**src/rtl/pipeline_run_controller_pkg.sv**
```systemverilog
// Shared state encoding and default sizing for the pipeline run controller.
package pipeline_run_controller_pkg;

  typedef enum logic [1:0] {
    ST_IDLE  = 2'd0,
    ST_RUN   = 2'd1,
    ST_DRAIN = 2'd2,
    ST_DONE  = 2'd3
  } state_e;

  localparam int DRAIN_CYCLES_DEF     = 3;
  localparam int CYCLE_COUNT_BITS_DEF = 32;

endpackage

```
**src/rtl/pipeline_run_controller_if.sv**
```systemverilog
// Debug-command, hazard and pipeline-enable signals seen by the run controller.
interface pipeline_run_controller_if #(
  parameter int CYCLE_COUNT_BITS = 32
);
  logic i_start_cont;
  logic i_start_step;
  logic i_step;
  logic i_abort;
  logic i_halt_detected;
  logic i_hazard_PCWrite;
  logic i_hazard_if_id_write;
  logic o_pipeline_enable;
  logic o_PCWrite;
  logic o_if_id_write;
  logic o_fetch_kill;
  logic o_running;
  logic o_step_mode;
  logic o_done;
  logic o_halted;
  logic [CYCLE_COUNT_BITS-1:0] o_cycle_count;

  modport master (
    output i_start_cont, i_start_step, i_step, i_abort,
           i_halt_detected, i_hazard_PCWrite, i_hazard_if_id_write,
    input  o_pipeline_enable, o_PCWrite, o_if_id_write, o_fetch_kill,
           o_running, o_step_mode, o_done, o_halted, o_cycle_count
  );

  modport slave (
    input  i_start_cont, i_start_step, i_step, i_abort,
           i_halt_detected, i_hazard_PCWrite, i_hazard_if_id_write,
    output o_pipeline_enable, o_PCWrite, o_if_id_write, o_fetch_kill,
           o_running, o_step_mode, o_done, o_halted, o_cycle_count
  );
endinterface

```
**src/rtl/pipeline_run_controller_sat_counter.sv**
```systemverilog
// Saturating up-counter with synchronous clear; clear wins over increment.
module pipeline_run_controller_sat_counter #(
  parameter int WIDTH = 32
) (
  input  logic             gclk,
  input  logic             grst_n,
  input  logic             clr,
  input  logic             en,
  output logic [WIDTH-1:0] count
);
  always_ff @(posedge gclk or negedge grst_n) begin
    if (!grst_n)                count <= '0;
    else if (clr)               count <= '0;
    else if (en && !(&count))   count <= count + WIDTH'(1);
  end
endmodule

```
**src/rtl/pipeline_run_controller.sv**
```systemverilog
// Run/step/drain sequencer for the five-stage pipeline; gates hazard-unit
// write enables with a global pipeline enable and counts enabled cycles.
module pipeline_run_controller
  import pipeline_run_controller_pkg::*;
#(
  parameter int CYCLE_COUNT_BITS = CYCLE_COUNT_BITS_DEF,
  parameter int DRAIN_CYCLES     = DRAIN_CYCLES_DEF
) (
  input logic                      i_clock,
  input logic                      i_reset,
  pipeline_run_controller_if.slave bus
);
  localparam int DW = (DRAIN_CYCLES < 1) ? 1 : $clog2(DRAIN_CYCLES + 1);

  state_e        state;
  logic          step_mode;
  logic          token;
  logic          done_q;
  logic          halted_q;
  logic [DW-1:0] drain_cnt;

  logic active, enable, halt_q, fetch_kill, start_ok, drain_last;

  assign active     = (state == ST_RUN) || (state == ST_DRAIN);
  assign enable     = active && (!step_mode || token) && !bus.i_abort;
  // A HALT stalled in ID is not accepted until the IF/ID register actually moves.
  assign halt_q     = bus.i_halt_detected && bus.i_hazard_if_id_write && enable;
  assign fetch_kill = enable && (halt_q || (state == ST_DRAIN));
  assign start_ok   = (state == ST_IDLE) && !bus.i_abort &&
                      (bus.i_start_cont || bus.i_start_step);
  assign drain_last = (drain_cnt == DW'(1));

  always_ff @(posedge i_clock or negedge i_reset) begin
    if (!i_reset) begin
      state     <= ST_IDLE;
      step_mode <= 1'b0;
      token     <= 1'b0;
      drain_cnt <= '0;
      done_q    <= 1'b0;
      halted_q  <= 1'b0;
    end else if (bus.i_abort) begin
      state     <= ST_IDLE;
      token     <= 1'b0;
      drain_cnt <= '0;
      done_q    <= 1'b0;
    end else begin
      done_q <= 1'b0;
      // One-shot token: a step request lasts exactly one enabled cycle, no queuing.
      token  <= !token && step_mode && active && bus.i_step;
      case (state)
        ST_IDLE: begin
          if (bus.i_start_cont) begin
            state     <= ST_RUN;
            step_mode <= 1'b0;
            halted_q  <= 1'b0;
          end else if (bus.i_start_step) begin
            state     <= ST_RUN;
            step_mode <= 1'b1;
            halted_q  <= 1'b0;
          end
        end
        ST_RUN: begin
          if (halt_q) begin
            if (DRAIN_CYCLES == 0) begin
              state    <= ST_DONE;
              done_q   <= 1'b1;
              halted_q <= 1'b1;
            end else begin
              state     <= ST_DRAIN;
              drain_cnt <= DW'(DRAIN_CYCLES);
            end
          end
        end
        ST_DRAIN: begin
          if (enable) begin
            drain_cnt <= drain_cnt - DW'(1);
            if (drain_last) begin
              state    <= ST_DONE;
              done_q   <= 1'b1;
              halted_q <= 1'b1;
            end
          end
        end
        ST_DONE:  state <= ST_IDLE;
        default:  state <= ST_IDLE;
      endcase
    end
  end

  pipeline_run_controller_sat_counter #(.WIDTH(CYCLE_COUNT_BITS)) u_cycle_cnt (
    .gclk   (i_clock),
    .grst_n (i_reset),
    .clr    (start_ok),
    .en     (enable),
    .count  (bus.o_cycle_count)
  );

  assign bus.o_pipeline_enable = enable;
  assign bus.o_fetch_kill      = fetch_kill;
  assign bus.o_PCWrite         = enable && bus.i_hazard_PCWrite && !fetch_kill;
  assign bus.o_if_id_write     = enable && (bus.i_hazard_if_id_write || fetch_kill);
  assign bus.o_running         = active;
  assign bus.o_step_mode       = step_mode;
  assign bus.o_done            = done_q;
  assign bus.o_halted          = halted_q;

endmodule

```
**src/flat_wrapper.sv**
```systemverilog
// flat-port wrapper written by rule: the top's interface ports become plain ports
module pipeline_run_controller_flat import pipeline_run_controller_pkg::*;
#(
  parameter int CYCLE_COUNT_BITS = CYCLE_COUNT_BITS_DEF,
  parameter int DRAIN_CYCLES     = DRAIN_CYCLES_DEF
)
  (i_clock, i_reset, bus_i_start_cont, bus_i_start_step, bus_i_step, bus_i_abort, bus_i_halt_detected, bus_i_hazard_PCWrite, bus_i_hazard_if_id_write, bus_o_pipeline_enable, bus_o_PCWrite, bus_o_if_id_write, bus_o_fetch_kill, bus_o_running, bus_o_step_mode, bus_o_done, bus_o_halted, bus_o_cycle_count);
  pipeline_run_controller_if #(.CYCLE_COUNT_BITS(CYCLE_COUNT_BITS)) bus_i ();
  input logic i_clock;
  input logic i_reset;
  input wire logic [$bits(bus_i.i_start_cont)-1:0] bus_i_start_cont;
  input wire logic [$bits(bus_i.i_start_step)-1:0] bus_i_start_step;
  input wire logic [$bits(bus_i.i_step)-1:0] bus_i_step;
  input wire logic [$bits(bus_i.i_abort)-1:0] bus_i_abort;
  input wire logic [$bits(bus_i.i_halt_detected)-1:0] bus_i_halt_detected;
  input wire logic [$bits(bus_i.i_hazard_PCWrite)-1:0] bus_i_hazard_PCWrite;
  input wire logic [$bits(bus_i.i_hazard_if_id_write)-1:0] bus_i_hazard_if_id_write;
  output wire logic [$bits(bus_i.o_pipeline_enable)-1:0] bus_o_pipeline_enable;
  output wire logic [$bits(bus_i.o_PCWrite)-1:0] bus_o_PCWrite;
  output wire logic [$bits(bus_i.o_if_id_write)-1:0] bus_o_if_id_write;
  output wire logic [$bits(bus_i.o_fetch_kill)-1:0] bus_o_fetch_kill;
  output wire logic [$bits(bus_i.o_running)-1:0] bus_o_running;
  output wire logic [$bits(bus_i.o_step_mode)-1:0] bus_o_step_mode;
  output wire logic [$bits(bus_i.o_done)-1:0] bus_o_done;
  output wire logic [$bits(bus_i.o_halted)-1:0] bus_o_halted;
  output wire logic [$bits(bus_i.o_cycle_count)-1:0] bus_o_cycle_count;
  assign bus_i.i_start_cont = bus_i_start_cont;
  assign bus_i.i_start_step = bus_i_start_step;
  assign bus_i.i_step = bus_i_step;
  assign bus_i.i_abort = bus_i_abort;
  assign bus_i.i_halt_detected = bus_i_halt_detected;
  assign bus_i.i_hazard_PCWrite = bus_i_hazard_PCWrite;
  assign bus_i.i_hazard_if_id_write = bus_i_hazard_if_id_write;
  assign bus_o_pipeline_enable = bus_i.o_pipeline_enable;
  assign bus_o_PCWrite = bus_i.o_PCWrite;
  assign bus_o_if_id_write = bus_i.o_if_id_write;
  assign bus_o_fetch_kill = bus_i.o_fetch_kill;
  assign bus_o_running = bus_i.o_running;
  assign bus_o_step_mode = bus_i.o_step_mode;
  assign bus_o_done = bus_i.o_done;
  assign bus_o_halted = bus_i.o_halted;
  assign bus_o_cycle_count = bus_i.o_cycle_count;
  pipeline_run_controller #(.CYCLE_COUNT_BITS(CYCLE_COUNT_BITS), .DRAIN_CYCLES(DRAIN_CYCLES)) u_core (.i_clock(i_clock), .i_reset(i_reset), .bus(bus_i));
endmodule
```
**config.mk**
```make
export PLATFORM = sky130hd
export DESIGN_NAME = pipeline_run_controller_flat
export DESIGN_NICKNAME = d
export VERILOG_FILES = /design/src/rtl/pipeline_run_controller_pkg.sv /design/src/rtl/pipeline_run_controller_if.sv /design/src/rtl/pipeline_run_controller_sat_counter.sv /design/src/rtl/pipeline_run_controller.sv /design/src/flat_wrapper.sv
export SDC_FILE = /design/constraint.sdc
export NUM_CORES = 1
export LEC_CHECK = 0
export CORE_ASPECT_RATIO = 0.7
export CORE_MARGIN = 2
export CORE_UTILIZATION = 45
export DETAILED_ROUTE_END_ITERATION = 10
export PLACE_DENSITY = 0.83
export SYNTH_ARGS = -nofsm -noshare
export SYNTH_HDL_FRONTEND = slang
export SYNTH_HIERARCHICAL = 1
export SYNTH_SLANG_ARGS = --single-unit
```
**constraint.sdc**
```tcl
create_clock -name i_clock -period 6.2 [get_ports i_clock]
set_input_delay 1.55 -clock i_clock [delete_from_list [all_inputs] [get_ports i_clock]]
set_output_delay 1.55 -clock i_clock [all_outputs]
set_load 0.05 [all_outputs]
```
==> metrics.txt <==
mux share of post-synthesis cell area 1.03%; xor-xnor portion of the synthesized cell area 2.87%; crit start category input pin; post-synth top area share 41.1%; global-route wire length before repair 9.93 mm; hold_buf cts 0; Power per Cell Area 274 mW/mm^2; Worst-path clk slew 0.08 ns; post-synthesis register bit count 40; DRT iter0 DRCs 134; Worst-Skew Late Latency 0.30 ns; r2r worst-path depth 9; largest fanout on the critical path 9; ANT nets after route 0; post-synthesis sequential area ratio 41.1%; fmax 197 MHz; fill count 478; Die Wd 92.0 microns; root buffer cell clkbuf_8; Hold Crit Class register to register; min Tclk post-route 5.07 ns; DRT Pass-1 Iters 4; drt total wl 5.82 mm; number of setup buffers added after CTS 0; Unique masters post-synth 55; Arr. time, crit path 3.52 ns; cell count after synthesis 249; final net count 311; vias per cell 5.83; die height 65.6 microns; Post-Syn Area 0.00244 sq mm; Crit-path slowest cell clkdlybuf4s50_1; Syn Area/Cell 9.79 sq um; CTS tree built; static leakage 0.00124 uW; IO Port Bufs 48; proportion of layout cells with a drive suffix above 1 11.4%; Post-synth top cells dfrtp_1, a21oi_1, nand2_1; syn_nets 264; Hold WS 0.560 ns; GRT overflow 0; Clock Power Share 25.6%; normalized max-slew margin 41.1%; Worst setup EP type primary output; Area contributors post-synth dfrtp_1, a21oi_1, or4_1; Worst path max stage delay 0.82 ns; num rows 22; Layout Skew 0.0122 ns; fraction of the mapped netlist area in simple logic gates 28.4%; Slew Viols, Final 0; H-tree depth 2; CTS resizes 0; CP Buf/Inv Count 2; biggest area consumer among synthesized cells dfrtp_1; Hold Crit Depth 1; largest family of logic cells by synthesized area simple AND/OR/NAND/NOR gates; Final setup viols 0; Layout Cells excl Fill 369; total of max-cap violations 0; status finished clean; most frequent CP cell clkdlybuf4s50_1; unrepaired setup endpoints after global routing no; Starting Density 46.6%; CP Cell Sequence clkdlybuf4s50_1 > nor2b_2 > and2_4 > nor2b_1 > clkdlybuf4s50_1; post-synthesis adder-cell area fraction 3.08%; period utilization 81.8%; die area 0.00603 sq mm; WL per Instance 15.8 microns; final hold vios 0; via count 2151; final HPWL from detailed placement 3.97 mm; switching power total 326 uW; family with the most delay on the worst path buffers and inverters; Clock Tree Buf Depth 2; Inserted Clock Buffers 5; Slew @ Worst Pin 0.884 ns; initial antenna violation count 0; Post-synth top flop dfrtp_1; EDFF count, synth 0; Worst path depth 5; Int Pwr 512 uW; Tot GR Track Use 21.1%; synth warn 6; vias in the first global route 2056; Core Footprint 0.00523 sq mm; Inst Count DP 361; Comb power frac 38.4%; antenna fix cells 0; CTS Sinks 40; # DRC 0; WS Path Type input pin to primary output; Net Sw Frac 38.9%; top-count cell post-synth dfrtp_1; Worst EP required 4.65 ns; Peak supply drop 0.246 mV; complex-gate fraction of the synthesized area 18.7%; area growth from synthesis to layout 25.5%; pin count of the biggest net entering global routing 41; RD Place Congestion 0.810; register share of total power 35.9%; Setup Total Neg Slack 0 ns; I/O pin count 49; final core utilization 58.5%; asr flop ratio synth 100%
[registers in the layout, summed over array words and instances (netlist names)]
| name | count |
|---|---|
| u_core/bus.o_step_mode | 1 |
| u_core/u_cycle_cnt/count | 32 |
| u_core/token | 1 |
| u_core/bus.o_done | 1 |
| u_core/bus.o_halted | 1 |
| u_core/state | 2 |
| u_core/drain_cnt | 2 |
[routing by layer]
| metal | vias to the layer above | part of all wire, % | GRT usage [%] | wire length, microns |
|---|---|---|---|---|
| met2 | 69 | 47 | 33.2 | 2720 |
| li1 | 1038 | - | - | - |
| met3 | 10 | 4.7 | 4.82 | 273 |
| met5 | - | 0 | 0 | 0 |
| met4 | 0 | 1.3 | 7.84 | 78 |
| met1 | 1034 | 47 | 28.6 | 2750 |
[stage by stage]
stage / worst slack (ns) / instance area (sq um) / total power (uW)
floorplan: 1.92 / 2440 / 545
global placement: 1.22 / 2950 / 614
detailed placement: 1.14 / 2950 / 624
CTS: 1.14 / 3060 / 841
global route: 1.08 / 3060 / 883
finish: 1.13 / 3060 / 837
[power groups by stage]
stage	Clock [uW]	Combinational [uW]	Sequential (uW)
floorplan	0	203	342
finish	215	322	301
global route	235	344	304
CTS	220	320	301
global placement	0	310	304
detailed placement	0	319	305
[cell type report]
class | count | area [sq um] | area share (%)
Multi-Input combinational cell | 187 | 1320 | 43.2
Sequential cell | 40 | 1000 | 32.7
Timing Repair Buffer | 50 | 490 | 16.0
Tap cell | 72 | 90.1 | 2.94
Clock buffer | 5 | 68.8 | 2.25
Inverter | 12 | 45.0 | 1.47
Clock inverter | 3 | 42.5 | 1.39
[layout by cell type (no fill, tap or decap), drive strengths merged, types with 4 or more instances in the layout]
master / count
dfrtp: 40
nor2b: 5
nand3: 9
o21ai: 12
and3: 9
a21oi: 22
and4: 5
nor4: 4
o31ai: 10
nand4: 7
nor2: 16
clkbuf: 5
ha: 6
xor2: 6
clkdlybuf4s50: 47
or3: 8
nand2: 17
o2111ai: 4
inv: 12
or4: 15
[path summary, 6_finish.rpt]
| path | slack (ns) | endpoint | startpoint |
|---|---|---|---|
| min in group asynchronous | 1.36 | u_core/u_cycle_cnt/count[30]$_DFFE_PN0P_ | i_reset |
| max reg2reg | 3.51 | u_core/u_cycle_cnt/count[30]$_DFFE_PN0P_ | u_core/state[0]$_DFFE_PN0P_ |
| max in group asynchronous | 4.28 | u_core/u_cycle_cnt/count[5]$_DFFE_PN0P_ | i_reset |
| min reg2reg | 0.56 | u_core/bus.o_halted$_DFFE_PN0P_ | u_core/bus.o_halted$_DFFE_PN0P_ |
| min | 0.56 | u_core/bus.o_halted$_DFFE_PN0P_ | u_core/bus.o_halted$_DFFE_PN0P_ |
| max | 1.13 | bus_o_fetch_kill | bus_i_abort |
[cell families after synthesis]
family | Yosys count
AOI/OAI and AO/OA | 64
buffers and inverters | 22
adders and majority gates | 6
muxes | 2
DFF | 40
and+or+nand+nor | 107
xor gates and xnor gates | 8
(Power assumes the default switching activity.)
